### config.mk
export PLATFORM = sky130hd
export DESIGN_NAME = str_decim
export DESIGN_NICKNAME = d
export VERILOG_FILES = /design/src/rtl/str_decim.sv
export SDC_FILE = /design/constraint.sdc
export NUM_CORES = 1
export LEC_CHECK = 0
export ABC_AREA = 1
export CAP_MARGIN = 20
export CORE_MARGIN = 3
export CORE_UTILIZATION = 38
export CTS_CLUSTER_DIAMETER = 100
export CTS_CLUSTER_SIZE = 12
export DETAILED_ROUTE_END_ITERATION = 10
export DONT_BUFFER_PORTS = 1
export GPL_TIMING_DRIVEN = 0
export PLACE_DENSITY = 0.5
export SETUP_SLACK_MARGIN = 0.15
export SYNTH_ARGS = -nofsm -noshare
export SYNTH_HDL_FRONTEND = slang
export SYNTH_SLANG_ARGS = --single-unit
### constraint.sdc
create_clock -name clk -period 2.2 [get_ports clk]
set_input_delay 0.22 -clock clk [delete_from_list [all_inputs] [get_ports clk]]
set_output_delay 0.22 -clock clk [all_outputs]
set_load 0.01 [all_outputs]
### src/rtl/str_decim.sv
// str_decim: AXI-Stream decimate-by-R, pick or boxcar-average mode,
// with a 2-entry output buffer (main + skid).
module str_decim #(
  parameter int DW  = 12,
  parameter int R   = 4,
  parameter bit AVG = 1'b1
) (
  input  logic          clk,
  input  logic          rst,
  input  logic          sync_clr,
  input  logic [DW-1:0] s_axis_tdata,
  input  logic          s_axis_tvalid,
  output logic          s_axis_tready,
  output logic [DW-1:0] m_axis_tdata,
  output logic          m_axis_tvalid,
  input  logic          m_axis_tready
);

  localparam int LOG2R = $clog2(R);
  localparam int PW    = (LOG2R > 0) ? LOG2R : 1;
  localparam int AW    = DW + LOG2R;
  localparam logic [PW-1:0] PH_LAST = PW'(R - 1);

  logic [PW-1:0]        ph;
  logic [PW-1:0]        ph_cur;
  logic [PW-1:0]        ph_nxt;
  logic signed [AW-1:0] acc;
  logic signed [AW-1:0] acc_cur;
  logic signed [AW-1:0] acc_nxt;
  logic signed [AW-1:0] sum;
  logic signed [DW-1:0] smp;
  logic [DW-1:0]        res;
  logic [DW-1:0]        main_q;
  logic [DW-1:0]        skid_q;
  logic                 main_vld;
  logic                 skid_vld;
  logic                 ish;
  logic                 osh;
  logic                 last;
  logic                 res_vld;

  // sync_clr acts as if phase and accumulator were already zero
  always_comb begin
    ish     = s_axis_tvalid & ~skid_vld;
    osh     = main_vld & m_axis_tready;
    smp     = s_axis_tdata;
    ph_cur  = sync_clr ? '0 : ph;
    acc_cur = sync_clr ? '0 : acc;
    last    = (ph_cur == PH_LAST);
    sum     = acc_cur + AW'(smp);
    ph_nxt  = ph_cur;
    acc_nxt = acc_cur;
    res_vld = 1'b0;
    res     = s_axis_tdata;
    if (ish) begin
      ph_nxt = last ? '0 : ph_cur + PW'(1);
      if (AVG) begin
        acc_nxt = last ? '0 : sum;
        res_vld = last;
        res     = DW'(sum >>> LOG2R);
      end else begin
        res_vld = (ph_cur == '0);
      end
    end
  end

  // a result can only appear while skid is empty, so skid never overflows
  always_ff @(posedge clk) begin
    if (rst) begin
      ph       <= '0;
      acc      <= '0;
      main_q   <= '0;
      main_vld <= 1'b0;
      skid_q   <= '0;
      skid_vld <= 1'b0;
    end else begin
      ph  <= ph_nxt;
      acc <= acc_nxt;
      if (res_vld) begin
        if (!main_vld || osh) begin
          main_q   <= res;
          main_vld <= 1'b1;
        end else begin
          skid_q   <= res;
          skid_vld <= 1'b1;
        end
      end else if (osh) begin
        if (skid_vld) begin
          main_q   <= skid_q;
          skid_vld <= 1'b0;
        end else begin
          main_vld <= 1'b0;
        end
      end
    end
  end

  assign s_axis_tready = ~skid_vld;
  assign m_axis_tdata  = main_q;
  assign m_axis_tvalid = main_vld;

endmodule

==> results.toml, run 1 <==
[floorplan]
die_area_um2 = 7820
initial_core_util_pct = 40.0
die_x_um = 88.5
die_h_um = 88.5
core_area_um2 = 6460
row_count = 29
ioPinCount = 31

[synthesis]
yosys.area.top_type = "dfxtp_1"
yosysUniqueCellTypes = 26
ys_warn_count = 0
yosysTopAreaCellShare_pct = 32.5
ys_ff_latch = 42
ys_seq_area_share_pct = 32.5
syn_area_per_cell_um2 = 6.35
syn_area_um2 = 2580
syn_inst = 407
synth_nets = 439
synth.area.top_cells = "dfxtp_1 33%, nand2_1 16%, a21oi_1 10%"

[layout]
antenna_cells = 0
area_growth_pct = 11.8
drive_gt1_share_pct = 10.3
final_common_cell = "nand2_1"
final_util_pct = 44.7
fin_nets = 449
layout_common_cells = "112 x nand2_1, 62 x inv_1, 49 x a21oi_1"

[hold_path]
hold_path.class = "in2reg"
min-delay-start = "sync_clr"

[global_routing]
grt_pass1_wl_um = 11100
grt_max_degree = 13
grt.total_usage_pct = 18.0
grt_pass1_vias = 2292
overflow = 0
antenna_found_initial = 0

[worst_setup_path]
required_ns = 2.43
cp-end-kind = "register"
timing.critical_path.slowest_stage_cell = "fa_2"
crit_family = "adder cells"
path_buf_inv = 2
crit_arrival_ns = 2.14
cpPeakStageDelay_ns = 0.36
crit_top_cell = "nand2_1"
start_kind = "register"
worstSetupPathType = "reg2reg"
worstPathMaxFanout = 4
crit_start = "acc[0]$_SDFF_PP0_"
regToRegStartpoint = "acc[0]$_SDFF_PP0_"
worstPathCellList = "inv_1, nor2_1, ha_2, fa_2, nand3_2, nand3_4, nand2_1, nand2_1, xor2_1, nand2_1, inv_2, nand2_1, a21oi_1"

[status]
outcome = "complete, no violations"

[placed_design]
hpwlAfterDp_um = 5220
io_buffers = 0
gp_congestion = 0.823

[drt]
avgRoutedWirePerCell_um = 13.5
vias = 2458
drt_iter0_markers = 94
final_antenna_net_count = 0
first_pass_iters = 4
wl_um = 6700
drc = 0
vias_per_cell = 4.97

[sta]
clock-skew-final_ns = 0.00636
timing.final.crit_share_pct = 86.8
hold_viol = 0
max_freq_mhz = 524
slew-limit-headroom_pct = 64.5
slew_violations = 0
finalSetupViolations = 0
tightest_slew_ns = 0.533
rsz0062_at_grt = "yes"
finalCriticalPeriod_ns = 1.91

[clocking]
cts_buffers = 5
clk_latency_ns = 0.29
clk_pin_slew_ns = 0.08
cts_root_buf = "clkbuf_8"
cts_tree = "yes"
cts_num_sinks = 42
h-tree-depth = 2
clk_path_buf_depth = 2

[power_and_ir_drop]
power_density_nw_per_um2 = 568
peakVddDrop_mv = 0.257
p_leak_nw = 1.39
power.total_mw = 1.64

[job]
cap_violations = 0
[flip-flops by register name (all words and copies together) (netlist names)]
name / flops
acc: 14
skid_vld: 1
skid_q: 12
ph: 2
m_axis_tvalid: 1
m_axis_tdata: 12
[worst min-delay path, stage by stage]
cell	delay, ns
nor2_2	0.03
nand2_1	0.06
a21oi_1	0.06
[stage by stage]
step	setup WS, ns	area (um2)	hold slack (ns)	std cells	TNS, ns
floorplan	0.167	2580	0.412	407	0
global placement	-0.367	2680	0.445	484	-3.62
detailed placement	-0.383	2680	0.452	484	-3.71
CTS	0.152	2810	0.141	493	0
global route	0.128	2890	0.137	495	0
finish	0.291	2890	0.115	495	0
[metal layers]
layer	vias up	share of wire, %	global-route usage (%)
met4	0	0.40	2.06
met3	4	2.7	3.35
met1	1122	50	25.3
li1	1303	-	-
met5	-	0	0
met2	29	47	29.8
[Yosys cell counts]
cell type / instances
buf_6: 1
nand4_1: 5
o21a_1: 6
xnor2_1: 1
nand3_1: 23
nor2_1: 36
o21ai_2: 1
inv_2: 1
buf_2: 6
nor2_4: 1
ha_1: 14
xor2_1: 5
or2_2: 1
nand2_1: 113
nor2_2: 1
inv_1: 63
dfxtp_1: 42
fa_1: 1
clkinv_1: 1
nand2_4: 1
and2_1: 1
or2_0: 1
o21ai_0: 22
a21oi_1: 52
nand2_2: 1
clkbuf_1: 7
[path summary, 6_finish.rpt]
| kind | end | cells after the start | slack [ns] |
|---|---|---|---|
| setup reg to reg | m_axis_tdata[6]$_SDFFE_PP0P_ | 13 | 0.29 |
| hold / removal | acc[3]$_SDFF_PP0_ | 3 | 0.12 |
| hold reg to reg | m_axis_tdata[8]$_SDFFE_PP0P_ | 2 | 0.51 |
| setup / recovery | m_axis_tdata[6]$_SDFFE_PP0P_ | 13 | 0.29 |
[cell families after synthesis]
kind of cell | after synthesis | synth area share [%]
AND/OR/NAND/NOR | 184 | 29.4
AO/OA/AOI/OAI | 81 | 16.4
flip-flops | 42 | 32.5
adder cells (fa/ha/maj) | 15 | 7.55
XOR/XNOR | 6 | 2.03
buffers and inverters | 79 | 12.1
[what timing repair did]
| item | in CTS | in global routing |
|---|---|---|
| gates cloned | 0 | 0 |
| endpoints found under the hold margin | 0 | 0 |
| pin swaps | 1 | 2 |
| hold buffers | 0 | 0 |
| buffers inserted | 1 | 2 |
| setup endpoints to repair | 12 | 19 |
| gates resized for setup | 4 | 15 |
[power breakdown]
| group | total, mW | internal, mW | switching, mW |
|---|---|---|---|
| clock network | 0.584 | 0.317 | 0.267 |
| registers | 0.786 | 0.781 | 0.00561 |
| logic | 0.270 | 0.0934 | 0.177 |
| total | 1.64 | 1.19 | 0.449 |
[final cells by class]
| class | count | area, um2 |
|---|---|---|
| fill | 735 | 3570 |
| multi-input combinational | 286 | 1510 |
| sequential | 42 | 841 |
| inverter | 65 | 244 |
| clock buffer | 8 | 110 |
| tap | 77 | 96.3 |
| buffer | 14 | 68.8 |
| timing repair buffer | 3 | 22.5 |
Power figures use the tool's default switching activity.
==> run 2: changes to the inputs <==
--- a/config.mk
+++ b/config.mk
@@ -7,14 +7,16 @@
 export LEC_CHECK = 0
 export ABC_AREA = 1
 export CAP_MARGIN = 20
+export CELL_PAD_IN_SITES_DETAIL_PLACEMENT = 2
+export CELL_PAD_IN_SITES_GLOBAL_PLACEMENT = 2
 export CORE_MARGIN = 3
-export CORE_UTILIZATION = 38
+export CORE_UTILIZATION = 34
 export CTS_CLUSTER_DIAMETER = 100
 export CTS_CLUSTER_SIZE = 12
 export DETAILED_ROUTE_END_ITERATION = 10
 export DONT_BUFFER_PORTS = 1
 export GPL_TIMING_DRIVEN = 0
-export PLACE_DENSITY = 0.5
+export PLACE_DENSITY = 0.77
 export SETUP_SLACK_MARGIN = 0.15
 export SYNTH_ARGS = -nofsm -noshare
 export SYNTH_HDL_FRONTEND = slang
==> run 2 against run 1 <==
Against the previous run:
- sequential share of layout area decreased by 1.4 points
- design area increased by 5.1%
- combinational power increased by 18%
- first-iteration DRC count decreased by 34%
- worst hold slack got worse by 0.013 ns
- largest power group unchanged
- highest routed layer unchanged
==> results.toml, run 2 (synthesized netlist as in run 1, its figures left out) <==
[floorplan]
die_area_um2 = 8680
row_count = 31
die_h_um = 93.2
core_area_um2 = 7330
ioPinCount = 31
die_x_um = 93.2
initial_core_util_pct = 35.2

[power_and_ir_drop]
power_density_nw_per_um2 = 541
p_switching_uw = 494
seqPwrFrac_pct = 48.0
peakVddDrop_mv = 0.231
clkPwrFrac_pct = 32.6
pwr-share-comb_pct = 19.4
swShare_pct = 30.1
p_leak_nw = 1.39
internal_power_mw = 1.15
power.total_mw = 1.64

[global_routing]
grt_max_degree = 13
grt_use_met1_pct = 25.0
top_usage_layer = "met2"
antenna_found_initial = 0
grt.total_usage_pct = 20.1
overflow = 0
grt_pass1_vias = 2864
met2_usage_pct = 35.8
grt_pass1_wl_um = 13700
grt_use_met3_pct = 3.62

[worst_setup_path]
worstPathMaxFanout = 4
timing.critical_path.slowest_stage_cell = "fa_2"
worstSetupPathType = "reg2reg"
cpPeakStageDelay_ns = 0.35
crit_arrival_ns = 2.17
path_buf_inv = 2
start_kind = "register"
crit_family = "adder cells"
cp-end-kind = "register"
required_ns = 2.43
worstPathCellList = "inv_1, nor2_1, ha_2, fa_2, nand3_2, nand3_4, nand2_2, nand2_1, xor2_2, nand2_2, inv_2, nand2_1, a21oi_2"

[clocking]
cts_num_sinks = 42
cts_root_buf = "clkbuf_8"
cts_tree = "yes"
cts_buffers = 5
cts.hold.buffers_added = 0
clk_latency_ns = 0.30
h-tree-depth = 2
clk_pin_slew_ns = 0.09
clk_path_buf_depth = 2

[sta]
timing.final.crit_share_pct = 88.2
hold_viol = 0
slew_violations = 0
clock-skew-final_ns = 0.00850
finalCriticalPeriod_ns = 1.94
max_freq_mhz = 515
finalSetupViolations = 0
tightest_slew_ns = 0.635
rsz0062_at_grt = "yes"
slew-limit-headroom_pct = 57.7

[layout]
antenna_cells = 0
final_cell_area_um2 = 3030
final_common_cell = "nand2_1"
regMostFlops = "acc"
fin_nets = 452
area_growth_pct = 17.4
largest_reg_flops = 14
stdcell_count = 520
drive_gt1_share_pct = 16.6
layout_common_cells = "104 x nand2_1, 62 x inv_1, 47 x a21oi_1"

[placed_design]
postPlaceCellArea_um2 = 2710
hpwlAfterDp_um = 6630
gp_congestion = 0.793
io_buffers = 0
dp_cells = 506

[drt]
wl_um = 8450
vias_per_cell = 5.00
first_pass_iters = 4
drt_iter0_markers = 62
vias = 2599
final_antenna_net_count = 0
drc = 0
avgRoutedWirePerCell_um = 16.3

[status]
outcome = "complete, no violations"

[job]
cap_violations = 0

[hold_path]
hold_path.class = "in2reg"
[run 2: cell types whose count changed in the layout (fill, tap and decap cells not counted), moves of 3 or more]
cell,before,now
nand2_2,2,10
ha_4,1,5
buf_4,3,6
nand2_1,112,104
nor2_1,34,23
ha_1,9,5
nor2_2,3,12
[run 2: tightest hold or removal path, cell delays in order]
cell     delay, ns
nor2_2        0.03
nand2_1       0.05
a21oi_1       0.06
[run 2: timing repair]
item                                    in CTS  in global routing
endpoints found under the setup margin      13                 26
pin swaps                                    1                 10
setup buffers                                1                  5
gates resized for setup                     13                 34
[run 2: final timing paths]
kind,endpoint,slack (ns),cells past startpoint,from
worst min-delay path,acc[3]$_SDFF_PP0_,0.10,3,sync_clr
worst max register to register,acc[8]$_SDFF_PP0_,0.26,13,acc[0]$_SDFF_PP0_
worst min register to register,m_axis_tdata[10]$_SDFFE_PP0P_,0.52,2,m_axis_tdata[10]$_SDFFE_PP0P_
worst max-delay path,acc[8]$_SDFF_PP0_,0.26,13,acc[0]$_SDFF_PP0_
[run 2: per-stage QoR]
step	util (%)	TNS [ns]	hold slack, ns	worst slack (ns)
CTS	39.0	0	0.101	0.153
finish	41.4	0	0.102	0.259
detailed placement	36.9	-5.59	0.455	-0.540
floorplan	-	0	0.412	0.167
global route	41.4	0	0.113	0.110
global placement	36.9	-3.71	0.440	-0.377
[run 2: per-layer routing]
metal	routed length, um	up-vias	share of wire [%]
li1	-	1306	-
met1	3840	1249	45
met2	4260	32	50
met3	204	12	2.4
met4	141	0	1.7
met5	0	-	0
[run 2: cell type report]
type | instances | area [um2]
repair buffers | 6 | 45.0
plain buffers | 14 | 68.8
well taps | 99 | 124
clock inverters | 1 | 5.00
multi-input cells | 286 | 1620
clock buffers | 7 | 86.3
flip-flops and latches | 42 | 841
fillers | 866 | 4300
inverters | 65 | 244
[run 2: power by group through the flow]
stage	sequential, mW	combinational (mW)	clock (mW)
2_1_floorplan	0.803	0.196	0
3_3_place_gp	0.804	0.257	0
5_1_grt	0.789	0.365	0.572
4_1_cts	0.787	0.283	0.547
6_report	0.787	0.318	0.535
3_5_place_dp	0.805	0.272	0
